File: src/rtl/fifo_controller_if.sv
// Handshake and memory-side bundle for fifo_controller.
// Error-flag signals exist only when FIFO_ERROR_FLAGS_EN is defined.
interface fifo_controller_if #(
  parameter int DATA_WIDTH = 6,
  parameter int ADDR_WIDTH = 8
);
  logic                  iPush;
  logic                  iPop;
  logic [DATA_WIDTH-1:0] iDataIn;
  logic                  oWriteEnable;
  logic [ADDR_WIDTH-1:0] oWriteAddress;
  logic [DATA_WIDTH-1:0] oDataToMem;
  logic                  oReadEnable;
  logic [ADDR_WIDTH-1:0] oReadAddress;
  logic                  oFull;
  logic                  oEmpty;
  logic                  oAlmostFull;
  logic                  oAlmostEmpty;
  logic [ADDR_WIDTH:0]   oCount;
  logic                  oDataValid;
`ifdef FIFO_ERROR_FLAGS_EN
  logic                  oOverflow;
  logic                  oUnderflow;
`endif

  modport slave (
    input  iPush, iPop, iDataIn,
    output oWriteEnable, oWriteAddress, oDataToMem,
    output oReadEnable, oReadAddress,
    output oFull, oEmpty, oAlmostFull, oAlmostEmpty, oCount, oDataValid
`ifdef FIFO_ERROR_FLAGS_EN
    , output oOverflow, oUnderflow
`endif
  );

  modport master (
    output iPush, iPop, iDataIn,
    input  oWriteEnable, oWriteAddress, oDataToMem,
    input  oReadEnable, oReadAddress,
    input  oFull, oEmpty, oAlmostFull, oAlmostEmpty, oCount, oDataValid
`ifdef FIFO_ERROR_FLAGS_EN
    , input oOverflow, oUnderflow
`endif
  );
endinterface

File: src/rtl/fifo_controller.sv
// FIFO pointer/occupancy controller driving an external memory with registered read.
// Optional sticky overflow/underflow flags are built when FIFO_ERROR_FLAGS_EN is defined.
module fifo_controller #(
  parameter int DATA_WIDTH = 6,
  parameter int ADDR_WIDTH = 8,
  parameter int DEPTH      = 128
) (
  input logic               Clock,
  input logic               Reset,
  fifo_controller_if.slave  bus
);
  typedef enum logic [1:0] {ST_EMPTY, ST_PARTIAL, ST_FULL} state_t;

  localparam logic [ADDR_WIDTH-1:0] PTR_LAST = ADDR_WIDTH'(DEPTH - 1);
  localparam logic [ADDR_WIDTH-1:0] PTR_ONE  = ADDR_WIDTH'(1);
  localparam logic [ADDR_WIDTH:0]   CNT_FULL = (ADDR_WIDTH+1)'(DEPTH);
  localparam logic [ADDR_WIDTH:0]   CNT_AF   = (ADDR_WIDTH+1)'(DEPTH - 1);
  localparam logic [ADDR_WIDTH:0]   CNT_ONE  = (ADDR_WIDTH+1)'(1);
  localparam logic [ADDR_WIDTH:0]   CNT_ZERO = '0;

  state_t                state_reg;
  logic [ADDR_WIDTH-1:0] wptr_reg, wptr_next;
  logic [ADDR_WIDTH-1:0] rptr_reg, rptr_next;
  logic [ADDR_WIDTH:0]   count_reg, count_next;
  logic                  dv_reg;
  logic                  push_ok;
  logic                  pop_ok;

  // Reset gates the enables so a request during reset never reaches the memory.
  assign push_ok = !Reset && bus.iPush && (state_reg != ST_FULL);
  assign pop_ok  = !Reset && bus.iPop  && (state_reg != ST_EMPTY);

  always_comb begin
    wptr_next  = wptr_reg;
    rptr_next  = rptr_reg;
    count_next = count_reg;
    if (push_ok)
      wptr_next = (wptr_reg == PTR_LAST) ? '0 : wptr_reg + PTR_ONE;
    if (pop_ok)
      rptr_next = (rptr_reg == PTR_LAST) ? '0 : rptr_reg + PTR_ONE;
    if (push_ok && !pop_ok)
      count_next = count_reg + CNT_ONE;
    else if (pop_ok && !push_ok)
      count_next = count_reg - CNT_ONE;
  end

  always_ff @(posedge Clock) begin
    if (Reset) begin
      state_reg <= ST_EMPTY;
      wptr_reg  <= '0;
      rptr_reg  <= '0;
      count_reg <= '0;
      dv_reg    <= 1'b0;
    end else begin
      wptr_reg  <= wptr_next;
      rptr_reg  <= rptr_next;
      count_reg <= count_next;
      dv_reg    <= pop_ok;
      case (state_reg)
        ST_EMPTY:   if (push_ok) state_reg <= ST_PARTIAL;
        ST_PARTIAL: begin
          if (count_next == CNT_FULL)      state_reg <= ST_FULL;
          else if (count_next == CNT_ZERO) state_reg <= ST_EMPTY;
        end
        ST_FULL:    if (pop_ok) state_reg <= ST_PARTIAL;
        default:    state_reg <= ST_EMPTY;
      endcase
    end
  end

  assign bus.oWriteEnable  = push_ok;
  assign bus.oReadEnable   = pop_ok;
  assign bus.oWriteAddress = wptr_reg;
  assign bus.oReadAddress  = rptr_reg;
  assign bus.oDataToMem    = bus.iDataIn;
  assign bus.oCount        = count_reg;
  assign bus.oDataValid    = dv_reg;
  assign bus.oFull         = (count_reg == CNT_FULL);
  assign bus.oEmpty        = (count_reg == CNT_ZERO);
  assign bus.oAlmostFull   = (count_reg >= CNT_AF);
  assign bus.oAlmostEmpty  = (count_reg <= CNT_ONE);

`ifdef FIFO_ERROR_FLAGS_EN
  logic overflow_reg;
  logic underflow_reg;

  always_ff @(posedge Clock) begin
    if (Reset) begin
      overflow_reg  <= 1'b0;
      underflow_reg <= 1'b0;
    end else begin
      if (bus.iPush && state_reg == ST_FULL)  overflow_reg  <= 1'b1;
      if (bus.iPop  && state_reg == ST_EMPTY) underflow_reg <= 1'b1;
    end
  end

  assign bus.oOverflow  = overflow_reg;
  assign bus.oUnderflow = underflow_reg;
`endif
endmodule

File: src/flat_wrapper.sv
// flat-port wrapper written by rule: the top's interface ports become plain ports
module fifo_controller_flat 
#(
  parameter int DATA_WIDTH = 6,
  parameter int ADDR_WIDTH = 8,
  parameter int DEPTH      = 128
)
  (Clock, Reset, bus_iPush, bus_iPop, bus_iDataIn, bus_oWriteEnable, bus_oWriteAddress, bus_oDataToMem, bus_oReadEnable, bus_oReadAddress, bus_oFull, bus_oEmpty, bus_oAlmostFull, bus_oAlmostEmpty, bus_oCount, bus_oDataValid);
  fifo_controller_if #(.DATA_WIDTH(DATA_WIDTH), .ADDR_WIDTH(ADDR_WIDTH)) bus_i ();
  input logic Clock;
  input logic Reset;
  input wire logic [$bits(bus_i.iPush)-1:0] bus_iPush;
  input wire logic [$bits(bus_i.iPop)-1:0] bus_iPop;
  input wire logic [$bits(bus_i.iDataIn)-1:0] bus_iDataIn;
  output wire logic [$bits(bus_i.oWriteEnable)-1:0] bus_oWriteEnable;
  output wire logic [$bits(bus_i.oWriteAddress)-1:0] bus_oWriteAddress;
  output wire logic [$bits(bus_i.oDataToMem)-1:0] bus_oDataToMem;
  output wire logic [$bits(bus_i.oReadEnable)-1:0] bus_oReadEnable;
  output wire logic [$bits(bus_i.oReadAddress)-1:0] bus_oReadAddress;
  output wire logic [$bits(bus_i.oFull)-1:0] bus_oFull;
  output wire logic [$bits(bus_i.oEmpty)-1:0] bus_oEmpty;
  output wire logic [$bits(bus_i.oAlmostFull)-1:0] bus_oAlmostFull;
  output wire logic [$bits(bus_i.oAlmostEmpty)-1:0] bus_oAlmostEmpty;
  output wire logic [$bits(bus_i.oCount)-1:0] bus_oCount;
  output wire logic [$bits(bus_i.oDataValid)-1:0] bus_oDataValid;
  assign bus_i.iPush = bus_iPush;
  assign bus_i.iPop = bus_iPop;
  assign bus_i.iDataIn = bus_iDataIn;
  assign bus_oWriteEnable = bus_i.oWriteEnable;
  assign bus_oWriteAddress = bus_i.oWriteAddress;
  assign bus_oDataToMem = bus_i.oDataToMem;
  assign bus_oReadEnable = bus_i.oReadEnable;
  assign bus_oReadAddress = bus_i.oReadAddress;
  assign bus_oFull = bus_i.oFull;
  assign bus_oEmpty = bus_i.oEmpty;
  assign bus_oAlmostFull = bus_i.oAlmostFull;
  assign bus_oAlmostEmpty = bus_i.oAlmostEmpty;
  assign bus_oCount = bus_i.oCount;
  assign bus_oDataValid = bus_i.oDataValid;
  fifo_controller #(.DATA_WIDTH(DATA_WIDTH), .ADDR_WIDTH(ADDR_WIDTH), .DEPTH(DEPTH)) u_core (.Clock(Clock), .Reset(Reset), .bus(bus_i));
endmodule
File: config.mk
export PLATFORM = sky130hd
export DESIGN_NAME = fifo_controller_flat
export DESIGN_NICKNAME = d
export VERILOG_FILES = /design/src/rtl/fifo_controller_if.sv /design/src/rtl/fifo_controller.sv /design/src/flat_wrapper.sv
export SDC_FILE = /design/constraint.sdc
export NUM_CORES = 1
export LEC_CHECK = 0
export CORE_MARGIN = 1.5
export CORE_UTILIZATION = 50
export CTS_CLUSTER_DIAMETER = 200
export DETAILED_ROUTE_END_ITERATION = 10
export PLACE_DENSITY = 0.93
export SETUP_SLACK_MARGIN = 0.3
export SLEW_MARGIN = 20
export SYNTH_ARGS = -nofsm -noshare
export SYNTH_HDL_FRONTEND = slang
export SYNTH_SLANG_ARGS = --single-unit
export TNS_END_PERCENT = 30
File: constraint.sdc
create_clock -name Clock -period 6 [get_ports Clock]
set_clock_uncertainty 0.05 [all_clocks]
set_input_delay 1.2 -clock Clock [delete_from_list [all_inputs] [get_ports Clock]]
set_output_delay 1.2 -clock Clock [all_outputs]
set_load 0.01 [all_outputs]
-- After elaboration in Yosys (flattened, before gate mapping)
Cells that the tools add are included.
- bits in registers: 28
- output and inout port bits: 38
- logic and storage cells: 44
- add/subtract/negate cells: 4
- order comparisons: 2
- equal/unequal tests: 10
- muxes and demuxes: 9
- reduce and logical (&&, ||, !) cells: 14
- operator list (cell ; number):
    == test 9 x 8 -> 1 bit, second input constant ; 2
    zero test 9 bit ; 2
    two-way mux 9 bit ; 2
    adder 8 x 1 -> 8 bit, second input constant ; 2
    == test 8 x 7 -> 1 bit, second input constant ; 2
    two-way mux 8 bit ; 2
    adder 9 x 1 -> 9 bit, second input constant ; 1
    >= comparator 9 x 7 -> 1 bit, second input constant ; 1
    <= comparator 9 x 1 -> 1 bit, second input constant ; 1
    subtractor 9 x 1 -> 9 bit, second input constant ; 1
    two-way mux 2 bit ; 4
    logical AND 1 bit ; 6
    one-hot mux 2 bit (3 select lines) ; 1
    != test 2 x 1 -> 1 bit, second input constant ; 2
    zero test 1 bit ; 3
    != test 3 x 1 -> 1 bit, second input constant ; 1
    AND reduction 3 bit ; 1
    == test 2 x 1 -> 1 bit, second input constant ; 1
    == test 2 bit, second input constant ; 1
    zero test 2 bit ; 1
    != test 2 bit, second input constant ; 1
    nonzero test 2 bit ; 1

-- Logic depth before layout (Yosys ltp)
Gate-level depths: netlist of run 1.
- word-level depth: 11
- gate-level depth with buffers: 8

-- Worst setup path before layout of run 1
Ideal clock, no wire load.
- kind: input-to-output
- start point: input port Reset
- end point: output port bus_oWriteEnable
- data arrival time: 2.002 ns
- required time: 4.750 ns
- setup slack: 2.748 ns
- stages: 4
- path buffers: 2
- cell sequence: buf_2 -> nor2b_1 -> nor2b_1 -> buf_2
- longest elaborated chain between the ends: 3
- ends and longest elaborated chain (what ; RTL line ; RTL):
    start: declaration ; flat_wrapper.sv:11 ; input logic Reset;
    zero test 1 bit ; fifo_controller.sv:30 ; assign push_ok = !Reset && bus.iPush && (state_reg != ST_FULL);
    logical AND 1 bit (2 in a row) ; fifo_controller.sv:30 ;
    end: declaration ; flat_wrapper.sv:15 ; output wire logic [$bits(bus_i.oWriteEnable)-1:0] bus_oWriteEnable;
No other way between the ends.

-- Final worst setup path of run 1
Ends and elaborated chain as after synthesis.

==> key figures, run 1 <==
Floorplanning
  – Effective utilization at floorplan: 52.40%
  – Count of standard-cell rows: 20
  – Die X: just under 60 um
  – Overall die height: approximately 59 um
  – Num ports: between 40 and 50
  – Die footprint: about 3500 um^2
  – Placeable core area: 3028 um^2

Detailed routing
  – Iteration-0 DRC count of the detailed router: 57
  – Via-to-Cell Ratio: between 5 and 6
  – Number of nets still failing antenna checks after routing: 0
  – Router iterations before antenna repair: 4
  – Wire length per cell after detailed routing: about 13 um
  – Routed wire length: approximately 3500 um
  – DRC errors left: 0
  – Via total after detailed routing: ~1,500

Yosys
  – Number of flops mapped to enable cells by yosys: 0
  – Commonest cells post-synth: 28 x sky130_fd_sc_hd__dfxtp_1, 23 x sky130_fd_sc_hd__nor2_1, 13 x sky130_fd_sc_hd__o21ai_0, 12 x sky130_fd_sc_hd__nand2_1, 9 x sky130_fd_sc_hd__xor2_1
  – Yosys Warn Count: 0
  – Gate count of the mapped netlist: between 150 and 200
  – Area share of the largest cell type after synthesis: between 30% and 40%
  – Main synth FF type: sky130_fd_sc_hd__dfxtp_1
  – Most area-hungry cell type in the Yosys netlist: sky130_fd_sc_hd__dfxtp_1
  – Synth Cell Area: ~1600 um^2
  – Most common cell in the synthesized netlist: sky130_fd_sc_hd__dfxtp_1
  – Syn Area/Cell: 8.306 um^2
  – Ys async rst share: 0%
  – Cell types with the largest area share after synthesis: sky130_fd_sc_hd__dfxtp_1 35%, sky130_fd_sc_hd__nor2_1 5.4%, sky130_fd_sc_hd__xor2_1 5.0%
  – Syn nets: 207
  – Count of different cell masters after synthesis: 44
  – Post-synthesis sequential element count: 28
  – Sequential fraction of the synthesis area: between 30% and 40%

Clock network
  – Bufs on Longest Clock Path: 2
  – Clock-pin transition on the worst setup and hold timing paths: 0.15 ns
  – Sink Count: 28
  – Number of clock buffers inserted by TritonCTS: 3
  – CTS tree: yes
  – Count of hold-fix buffers inserted at cts: 0
  – Count of instances resized after the clock tree is built: 0
  – Number of setup buffers added after CTS: 0
  – Clock insertion delay at the later pin of the skew report: about 0.32 ns
  – # H-tree levels: 1
  – Clock root buffer: sky130_fd_sc_hd__clkbuf_4

Pwr
  – LEAKAGE: around 0.7 nW
  – IR Drop Worst-Case VDD: between 0.2 and 0.25 mV
  – Final Total Pwr: about 0.0004 W
  – Pwr per Cell Area: about 200 nW/um^2

Timing
  – Setup repair after global routing missed its margin: no
  – # setup viols final: 0
  – Final setup TNS: 0 ns
  – Slew Viols, Final: 0
  – Final period demand of the worst path: about 4.5 ns
  – Period utilization: between 70 and 80%
  – Highest Clock Rate: ~220 MHz
  – Final Hold Viols: 0
  – Worst hold margin: ~0.47 ns
  – Max_slew headroom: around three fifths
  – Transition time at the pin with the least slew margin: ~0.61 ns

Layout
  – Max FFs per register: 9
  – Final Net Count: around 240
  – Antenna cells: 0
  – Fraction of layout cells with a size suffix above 1: between 5 and 6%
  – Final Util: 64.92%
  – Layout Area Growth over Synthesis: 23.90%

Global routing
  – Largest net degree at the start of global routing: 18
  – Wire length of the first global-routing pass: ~6000 um
  – Initial antenna violation count: 0
  – Gr ovfl total: 0
  – Vias in the first global route: approximately 1,300
  – Overall track demand over capacity in global routing: between 20% and 30%

Critical path
  – Arrival time of data at the critical path endpoint: 3.23 ns
  – Required arrival time at the worst endpoint: between 4 and 5 ns
  – Cell with the biggest individual delay on the critical path: sky130_fd_sc_hd__clkdlybuf4s50_1
  – Longest individual stage delay on the worst path: just over 0.7 ns
  – Crit. End Element: primary output
  – Crit path launch type: primary input
  – Crit Path Category: primary input to primary output
  – Cell-by-cell listing of the critical path: clkdlybuf4s50_1 -> nor2b_1 -> nor2b_1 -> buf_4 -> clkdlybuf4s50_1
  – Maximum fanout along the worst path: 17

Placed design
  – Number of buffers inserted by port buffering: 35
  – Routability congestion estimate: 0.8651
  – Placed wire-length estimate after detailed placement: between 2000 and 3000 um

Worst hold path
  – Class of the worst hold path: register to register

Status
  – Outcome: finished, final reports clean

Flow run
  – Max-cap violations: 0
critical path, delay by kind of cell:
kind | cells | cell delay, ns
buffers and inverters | 3 | 1.49
AND/OR/NAND/NOR | 2 | 0.54
logic make-up (layout without fill, tap and decap cells):
kind of cell             after synthesis  in the layout  share of synthesized area, %
XOR/XNOR                              16             16                         8.833
AND/OR/NAND/NOR                       82             82                         27.92
adder cells (fa/ha/maj)                6              6                         4.732
AO/OA/AOI/OAI                         35             35                         14.12
flip-flops                            28             28                         35.33
buffers and inverters                 20             48                         6.467
multiplexers                           4              4                         2.603
routing by layer:
layer  global-route usage, %  vias up  part of all wire (%)  wire, um
li1                        -      735                     -         -
met1                   30.80      675                    48      1691
met2                   34.38       43                    45      1587
met3                   2.620        6                   5.0       176
met4                   7.792        0                  0.92        32
met5                       0        -                     0         0
layout by cell type (no fill, tap or decap), types with 2 or more instances in the layout:
cell	instances
sky130_fd_sc_hd__nor2_1	23
sky130_fd_sc_hd__nand2_1	12
sky130_fd_sc_hd__nor4b_1	2
sky130_fd_sc_hd__nand4_1	8
sky130_fd_sc_hd__a211oi_1	3
sky130_fd_sc_hd__nand3_1	7
sky130_fd_sc_hd__nor2b_1	4
sky130_fd_sc_hd__o22ai_1	2
sky130_fd_sc_hd__and4_1	2
sky130_fd_sc_hd__dfxtp_1	28
sky130_fd_sc_hd__o21ai_0	13
sky130_fd_sc_hd__xnor2_1	7
sky130_fd_sc_hd__a21oi_1	7
sky130_fd_sc_hd__o31ai_1	2
sky130_fd_sc_hd__a22oi_1	2
sky130_fd_sc_hd__xor2_1	9
sky130_fd_sc_hd__ha_1	6
sky130_fd_sc_hd__nor3_1	3
sky130_fd_sc_hd__mux2i_1	3
sky130_fd_sc_hd__and2_1	3
sky130_fd_sc_hd__clkdlybuf4s50_1	35
sky130_fd_sc_hd__inv_1	7
sky130_fd_sc_hd__clkbuf_4	3
sky130_fd_sc_hd__or3_1	7
stage by stage:
step / std cells / worst slack [ns] / area, um^2
floorplan: 191 / 2.748 / 1587
global placement: 259 / 1.581 / 1929
detailed placement: 259 / 1.514 / 1929
CTS: 263 / 1.512 / 1966
global route: 263 / 1.402 / 1966
finish: 263 / 1.520 / 1966
final cells by class:
| cell class | count | area (um^2) |
|---|---|---|
| Clock buffer | 4 | 36.28 |
| Fill cell | 244 | 1062 |
| Inverter | 8 | 32.53 |
| Multi-Input combinational cell | 143 | 923.4 |
| Sequential cell | 28 | 560.5 |
| Tap cell | 44 | 55.05 |
| Timing Repair Buffer | 36 | 357.8 |
where the power goes:
part | internal, W | total, W | switching (W)
Clock | 0.0000371 | 0.0000921 | 0.0000550
Sequential | 0.000194 | 0.000207 | 0.0000133
Combinational | 0.0000497 | 0.0000959 | 0.0000462
Total | 0.000280 | 0.000395 | 0.000114
worst paths after layout:
check	startpoint	end	slack [ns]	cells after the start
min	u_core.bus.oWriteAddress[6]	u_core.bus.oWriteAddress[6]	0.47	2
max reg2reg	u_core.bus.oCount[0]	u_core.state_reg[0]	3.72	7
max	Reset	bus_oWriteEnable	1.52	5
min reg2reg	u_core.bus.oWriteAddress[6]	u_core.bus.oWriteAddress[6]	0.47	2
Note: power is estimated with default switching activity, not from simulation.
==> inputs of run 2 (changes only) <==
Settings changed: CORE_UTILIZATION 50 to 42, PLACE_DENSITY 0.93 to 0.85.
Clock period 6 ns to 4.05 ns, I/O delays scaled along.
==> key figures, run 2 (same netlist as run 1, synthesis figures left out) <==
Critical path
  – Cell with the biggest individual delay on the critical path: sky130_fd_sc_hd__clkdlybuf4s50_1
  – Crit Path Category: primary input to primary output
  – Crit path launch type: primary input
  – Top cell family by delay on the critical path: buffers and inverters
  – Crit. End Element: primary output
  – CP Buf/Inv Count: 3
  – Reg-to-reg critical path startpoint: u_core.state_reg[0]
  – Arrival time of data at the critical path endpoint: between 2 and 2.5 ns
  – Longest individual stage delay on the worst path: 0.54 ns
  – Required arrival time at the worst endpoint: ~3.2 ns
  – Dominant cell type by count on the critical path: sky130_fd_sc_hd__clkdlybuf4s50_1
  – Cell-by-cell listing of the critical path: clkdlybuf4s50_1 -> nor2b_1 -> nand2_2 -> inv_4 -> clkdlybuf4s50_1
  – Reg-to-reg endpoint: u_core.state_reg[0]
  – FF-to-FF path depth: 7
  – Setup slack on the worst flop-to-flop path: 1.69 ns
  – Maximum fanout along the worst path: 8

Pwr
  – P_sw: 0.0001763 W
  – Switching power as a share of total power: 26.35%
  – Internal Dissipation: 0.0004928 W
  – Proportion of power drawn by combinational gates: between 20% and 30%
  – Sequential group share of total power: 45.7%
  – LEAKAGE: between 0.7 and 0.8 nW
  – Pwr per Cell Area: approximately 330 nW/um^2
  – Clk network pwr share: between 30% and 40%
  – IR Drop Worst-Case VDD: 0.2288 mV

Layout
  – Max FFs per register: 9
  – Final Util: roughly 55%
  – Antenna cells: 0
  – Final Net Count: between 200 and 250
  – Most frequent cells in the layout: 35 x sky130_fd_sc_hd__clkdlybuf4s50_1, 28 x sky130_fd_sc_hd__dfxtp_1, 23 x sky130_fd_sc_hd__nor2_1
  – Layout filler cell count: around 330
  – Commonest non-fill, non-tap cell in the layout: sky130_fd_sc_hd__clkdlybuf4s50_1
  – Layout Area Growth over Synthesis: 26.89%
  – Sequential cell area in the final layout: around 560 um^2
  – Fraction of layout cells with a size suffix above 1: ~5.9%
  – Area used by multi-input combinational logic: 923.4 um^2

Global routing
  – Overall track demand over capacity in global routing: between 10% and 20%
  – Largest net degree at the start of global routing: 17
  – Vias in the first global route: between 1,000 and 1,500
  – Gr ovfl total: 0
  – Initial antenna violation count: 0
  – Wire length of the first global-routing pass: 5782 um

Detailed routing
  – Number of nets still failing antenna checks after routing: 0
  – Wire length per cell after detailed routing: 12.78 um
  – DRC errors left: 0
  – Routed wire length: around 3400 um
  – Via total after detailed routing: 1,433
  – Router iterations before antenna repair: 4
  – Iteration-0 DRC count of the detailed router: 100
  – Via-to-Cell Ratio: between 5 and 6

Timing
  – Period utilization: 82.40%
  – Final setup TNS: 0 ns
  – Slew Viols, Final: 0
  – Max_slew headroom: between 60% and 70%
  – Highest Clock Rate: between 200 and 300 MHz
  – Transition time at the pin with the least slew margin: a little over 0.5 ns
  – Setup repair after global routing missed its margin: no
  – Final Hold Viols: 0
  – # setup viols final: 0
  – Worst hold margin: 0.4621 ns
  – Final period demand of the worst path: 3.337 ns

Clock network
  – CTS tree: yes
  – Clock insertion delay at the later pin of the skew report: 0.28 ns
  – Sink Count: 28
  – Number of clock buffers inserted by TritonCTS: 3
  – # H-tree levels: 1
  – Clock root buffer: sky130_fd_sc_hd__clkbuf_8
  – Count of instances resized after the clock tree is built: 0
  – Count of hold-fix buffers inserted at cts: 0
  – Number of setup buffers added after CTS: 0
  – Bufs on Longest Clock Path: 2
  – Clock-pin transition on the worst setup and hold timing paths: roughly 0.1 ns

Floorplanning
  – Die X: ~64 um
  – Effective utilization at floorplan: 43.66%
  – Count of standard-cell rows: 22
  – Overall die height: between 60 and 70 um
  – Num ports: between 40 and 50
  – Placeable core area: between 3000 and 4000 um^2
  – Die footprint: between 4000 and 5000 um^2

Status
  – Outcome: finished, final reports clean

Worst hold path
  – Class of the worst hold path: register to register
  – Source of the worst hold timing path: u_core.bus.oWriteAddress[7]
  – Hold Crit Depth: 2
  – End point of the worst hold path: u_core.bus.oWriteAddress[7]

Placed design
  – Routability congestion estimate: between 0.8 and 0.9
  – Number of buffers inserted by port buffering: 35
  – Placed wire-length estimate after detailed placement: approximately 2500 um

Flow run
  – Max-cap violations: 0
[run 2: changes by cell type in the layout (fill, tap and decap cells not counted), sizes merged]
| cell | change |
|---|---|
| buf | +1 |
| bufinv | +1 |
| clkbuf | -1 |
[run 2: worst max path at each step]
stage,startpoint,cells after the start,slack (ns),to
3_3_place_gp,bus_iPop,5,0.76,bus_oReadEnable
5_1_grt,Reset,5,0.62,bus_oReadEnable
6_report,Reset,5,0.71,bus_oReadEnable
2_1_floorplan,Reset,8,1.41,u_core.state_reg[0]
3_5_place_dp,Reset,5,0.73,bus_oReadEnable
4_1_cts,Reset,5,0.72,bus_oReadEnable
[run 2: through the flow]
stage	instance area, um^2	power, W	cells	worst slack, ns
global placement	1942	0.0004516	264	0.7556
finish	2013	0.0006691	268	0.7127
detailed placement	1942	0.0004534	264	0.7271
global route	2013	0.0007015	268	0.6204
CTS	2013	0.0006749	268	0.7249
floorplan	1587	0.0003984	191	1.406
[run 2: layout make-up]
| cell class | count | share of cell area [%] |
|---|---|---|
| sequential | 28 | 27.84 |
| clock inverter | 1 | 1.492 |
| timing repair buffer | 37 | 18.15 |
| clock buffer | 3 | 2.051 |
| tap | 48 | 2.983 |
| multi-input combinational | 143 | 45.87 |
| inverter | 8 | 1.616 |
[run 2: worst register-to-register path, cell delays in order (launching register included)]
cell	delay, ns
sky130_fd_sc_hd__dfxtp_1	0.46
sky130_fd_sc_hd__and2b_1	0.24
sky130_fd_sc_hd__nor2b_1	0.17
sky130_fd_sc_hd__buf_4	0.21
sky130_fd_sc_hd__xnor2_1	0.18
sky130_fd_sc_hd__a22oi_1	0.14
sky130_fd_sc_hd__or4_1	0.56
sky130_fd_sc_hd__o2111a_1	0.26
[run 2: routing by layer]
| layer | vias to the layer above | share of wire [%] | GRT usage, % | wire length [um] |
|---|---|---|---|---|
| li1 | 731 | - | - | - |
| met1 | 659 | 50 | 23.86 | 1712 |
| met2 | 41 | 45 | 27.86 | 1547 |
| met3 | 2 | 4.1 | 2.257 | 142 |
| met4 | 0 | 0.70 | 5.053 | 24 |
| met5 | - | 0 | 0 | 0 |
[run 2: power by group through the flow]
| stage | Combinational (W) | Sequential (W) | Clock, W |
|---|---|---|---|
| finish | 0.000142 | 0.000306 | 0.000221 |
| detailed placement | 0.000142 | 0.000312 | 0 |
| CTS | 0.000143 | 0.000305 | 0.000227 |
| floorplan | 0.0000887 | 0.000310 | 0 |
| global placement | 0.000140 | 0.000312 | 0 |
| global route | 0.000155 | 0.000308 | 0.000239 |
